--- src/rtl/d_reg_multimode_pkg.sv ---
// Shared definitions for the multimode CPU register: operation encodings on the Mode port.
package d_reg_multimode_pkg;

  typedef enum logic [1:0] {
    MODE_HOLD = 2'b00,
    MODE_LOAD = 2'b01,
    MODE_INC  = 2'b10,
    MODE_SHL  = 2'b11
  } mode_e;

endpackage

--- src/rtl/d_reg_slice.sv ---
// One bit of the multimode register: 4:1 next-value mux feeding a flop with sync clear.
module d_reg_slice
  import d_reg_multimode_pkg::*;
#(
  parameter logic RESET_BIT = 1'b0
) (
  input  logic  clk,
  input  logic  clr,
  input  mode_e sel,
  input  logic  load_bit,
  input  logic  sum_bit,
  input  logic  shift_bit,
  output logic  q
);

  always_ff @(posedge clk) begin
    if (clr) begin
      q <= RESET_BIT;
    end else begin
      unique case (sel)
        MODE_HOLD: q <= q;
        MODE_LOAD: q <= load_bit;
        MODE_INC:  q <= sum_bit;
        MODE_SHL:  q <= shift_bit;
      endcase
    end
  end

endmodule

--- src/rtl/d_reg_multimode.sv ---
// General-purpose CPU register with per-cycle hold/load/increment/shift-left, sync clear,
// serial I/O, registered carry-out pulse and zero flag.
module d_reg_multimode
  import d_reg_multimode_pkg::*;
#(
  parameter int               WIDTH     = 6,
  parameter logic [WIDTH-1:0] RESET_VAL = '0
) (
  input  logic             Clk,
  input  logic             Clr,
  input  logic             En,
  input  logic [1:0]       Mode,
  input  logic [WIDTH-1:0] D,
  input  logic             Si,
  output logic [WIDTH-1:0] Q,
  output logic [WIDTH-1:0] Qn,
  output logic             So,
  output logic             Co,
  output logic             Zero
);

  mode_e            sel;
  logic [WIDTH:0]   inc_sum;
  logic [WIDTH-1:0] shift_val;

  // En=0 collapses every mode to hold; Clr is applied inside each slice and the Co flop.
  assign sel     = En ? mode_e'(Mode) : MODE_HOLD;
  assign inc_sum = {1'b0, Q} + (WIDTH+1)'(1);

  generate
    if (WIDTH == 1) begin : g_shift_narrow
      assign shift_val = Si;
    end else begin : g_shift_wide
      assign shift_val = {Q[WIDTH-2:0], Si};
    end
  endgenerate

  generate
    for (genvar i = 0; i < WIDTH; i++) begin : g_slice
      d_reg_slice #(
        .RESET_BIT (RESET_VAL[i])
      ) u_slice (
        .clk       (Clk),
        .clr       (Clr),
        .sel       (sel),
        .load_bit  (D[i]),
        .sum_bit   (inc_sum[i]),
        .shift_bit (shift_val[i]),
        .q         (Q[i])
      );
    end
  endgenerate

  // Carry pulse: set only by a wrapping INC, cleared by every other edge.
  always_ff @(posedge Clk) begin
    if (Clr) begin
      Co <= 1'b0;
    end else begin
      Co <= (sel == MODE_INC) && inc_sum[WIDTH];
    end
  end

  assign Qn   = ~Q;
  assign So   = Q[WIDTH-1];
  assign Zero = (Q == '0);

endmodule

--- config.mk ---
export PLATFORM = sky130hd
export DESIGN_NAME = d_reg_multimode
export DESIGN_NICKNAME = d
export VERILOG_FILES = /design/src/rtl/d_reg_multimode_pkg.sv /design/src/rtl/d_reg_slice.sv /design/src/rtl/d_reg_multimode.sv
export SDC_FILE = /design/constraint.sdc
export NUM_CORES = 1
export LEC_CHECK = 0
export ABC_AREA = 1
export BUFFER_PORTS_ARGS = -buffer_cell sky130_fd_sc_hd__buf_2
export CORE_MARGIN = 2
export CORE_UTILIZATION = 46
export DETAILED_ROUTE_END_ITERATION = 8
export GPL_ROUTABILITY_DRIVEN = 0
export PLACE_DENSITY = 0.77
export SLEW_MARGIN = 10
export SYNTH_ARGS = -nofsm -noshare
export SYNTH_HDL_FRONTEND = slang
export SYNTH_HIERARCHICAL = 1
export SYNTH_SLANG_ARGS = --single-unit
export TNS_END_PERCENT = 5
--- constraint.sdc ---
create_clock -name Clk -period 1.84 [get_ports Clk]
set_clock_uncertainty 0.1 [all_clocks]
set_input_delay 0.552 -clock Clk [delete_from_list [all_inputs] [get_ports Clk]]
set_output_delay 0.552 -clock Clk [all_outputs]
set_load 0.005 [all_outputs]
==> results.ini <==
[outcome]
status=complete, no violations

[route]
vias_per_cell=4.50
route.detailed.drc=0
top_layer=met4
wirelength_um=1460
route.met3.wl_um=82
ant_nets=0
vias=743
wl_met2_um=747
drtIter0Drc=17
drt-met1-wl_um=615
drt_first_pass_iters=4
avgRoutedWirePerCell_um=8.82

[synthesis]
ys_types=15
synthTopCellsByArea=dfxtp_1, nand2_1, inv_1
yosys_warnings=6
synthesis.area_um2=646
syn_area_per_cell_um2=5.47
synth_seq_cells=7
yosysTopAreaCellShare_pct=21.7
seq_area_frac_synth_pct=21.7
syn_inst=118
syn-num-nets=132
synth.largest_area_cell=dfxtp_1

[grt]
grt_usage_pct=18.9
grt_pass1_vias=618
grt_start_max_net_pins=26
grt_overflow=0
grt_antenna_before_repair=0
grt_pass1_wl_um=2520

[floorplan]
die_w_um=41.5
initial_core_util_pct=49.6
dieArea_um2=1720
ios=27
fp-row-count=13
core_um2=1300
fp.dieH_um=41.5

[placed_design]
place_inst=160
hpwlAfterDp_um=1090
portBuffers=26

[run]
maxCapViolCount=0

[final_layout]
fin_util_pct=66.3
final_nets=165
final_common_cell=nand2_1
syn2layout_area_growth_pct=33.7
drive_above_1_share_pct=36.0
instances_no_fill=165
n_antenna_cell=0
final_cell_mix=nand2_1, inv_1, buf_2, nor2_1, nand3_1

[setup_path]
cp.required_ns=1.19
worstPathCellList=inv_2 > ha_4 > nand3_2 > nor3_2 > buf_2
critPathMaxFanout=2
path_class=reg2out
slowest_delay_ns=0.32
endpoint_kind=output port
cp.arrival_ns=1.10
slowest_stage=dfxtp_2
start_kind=register

[timing]
slew_violations=0
hold_viol_final=0
slew_headroom_pct=74.9
worst_pin_slew_ns=0.377
setup_viol=0
clock.fmax_mhz=569
finalSetupTns_ns=0
min_period_over_period_pct=95.5
rsz0062_at_grt=no
finalCriticalPeriod_ns=1.76

[clocking]
root_buffer=clkbuf_4
htreeDepth=1
clkSinkCount=7
cts_made_buffers=3
clock_latency_ns=0.26
clkTransAtPathRegs_ns=0.05
cts_tree=built
cts_hold_buf=0
clock_path_buffers=2

[min_path]
min_path_type=reg2reg

[pwr]
leakagePower_nw=0.498
power-per-cell-area_nw_per_um2=548
peakVddDrop_v=0.000326
p_total_mw=0.474

synthesized netlist by cell type:
master     n
nand2_1   34
inv_1     32
nor2_1    14
nand3_1   11
dfxtp_1    7
nor2_2     7
xor2_1     3
buf_4      2
ha_1       2
inv_2      1
nand2_2    1
nand3_2    1
nand3b_1   1
nor3_1     1
o21bai_1   1
critical path, delay by kind of cell, from the launching register on:
family	cells	cell delay, ns
and+or+nand+nor	2	0.20
buffers and inverters	2	0.20
adders and majority gates	1	0.13
DFF	1	0.32
stage by stage:
stage	worst slack (ns)	area, um2	hold slack [ns]
global route	0.0178	863	0.428
finish	0.0833	863	0.407
detailed placement	0.325	802	0.427
floorplan	0.359	646	0.406
CTS	0.0388	828	0.436
global placement	0.341	802	0.419
sequential cells by signal (all words and copies together), names as in the netlist:
register,cells
Co,1
g_slice.u_slice/q,6
cell families after synthesis:
family,count (synthesis),share of synthesized area (%)
adder cells (fa/ha/maj),2,3.88
buffers and inverters,35,21.5
XOR/XNOR,3,4.07
AND/OR/NAND/NOR,70,47.7
flip-flops,7,21.7
AO/OA/AOI/OAI,1,1.16
per-layer routing:
layer / vias to the layer above / GRT usage (%)
met5: - / 0
met1: 318 / 21.5
met3: 3 / 6.52
met4: 0 / 8.39
li1: 400 / -
met2: 22 / 31.6
power breakdown:
part	total (mW)	internal [mW]	switching, mW
Combinational	0.150	0.0689	0.0808
Clock	0.146	0.0831	0.0624
Sequential	0.178	0.163	0.0148
final cells by class:
class | count | area, um2
Clock buffer | 4 | 26.3
Fill cell | 138 | 438
Inverter | 33 | 124
Multi-Input combinational cell | 76 | 389
Sequential cell | 7 | 145
Tap cell | 15 | 18.8
Timing Repair Buffer | 30 | 160
path summary, 6_finish.rpt:
path	start	slack [ns]	depth (start not counted)	to
worst min-delay path	g_slice[4].u_slice/q	0.41	2	Co
worst max register to register	g_slice[0].u_slice/q	0.44	8	g_slice[4].u_slice/q
worst min register to register	g_slice[4].u_slice/q	0.41	2	Co
worst max-delay path	g_slice[0].u_slice/q	0.08	5	Zero
repair_timing:
action,CTS,global route
buffers inserted,0,1
setup endpoints to repair,0,1
gates resized for setup,0,12
(Power assumes the default switching activity.)
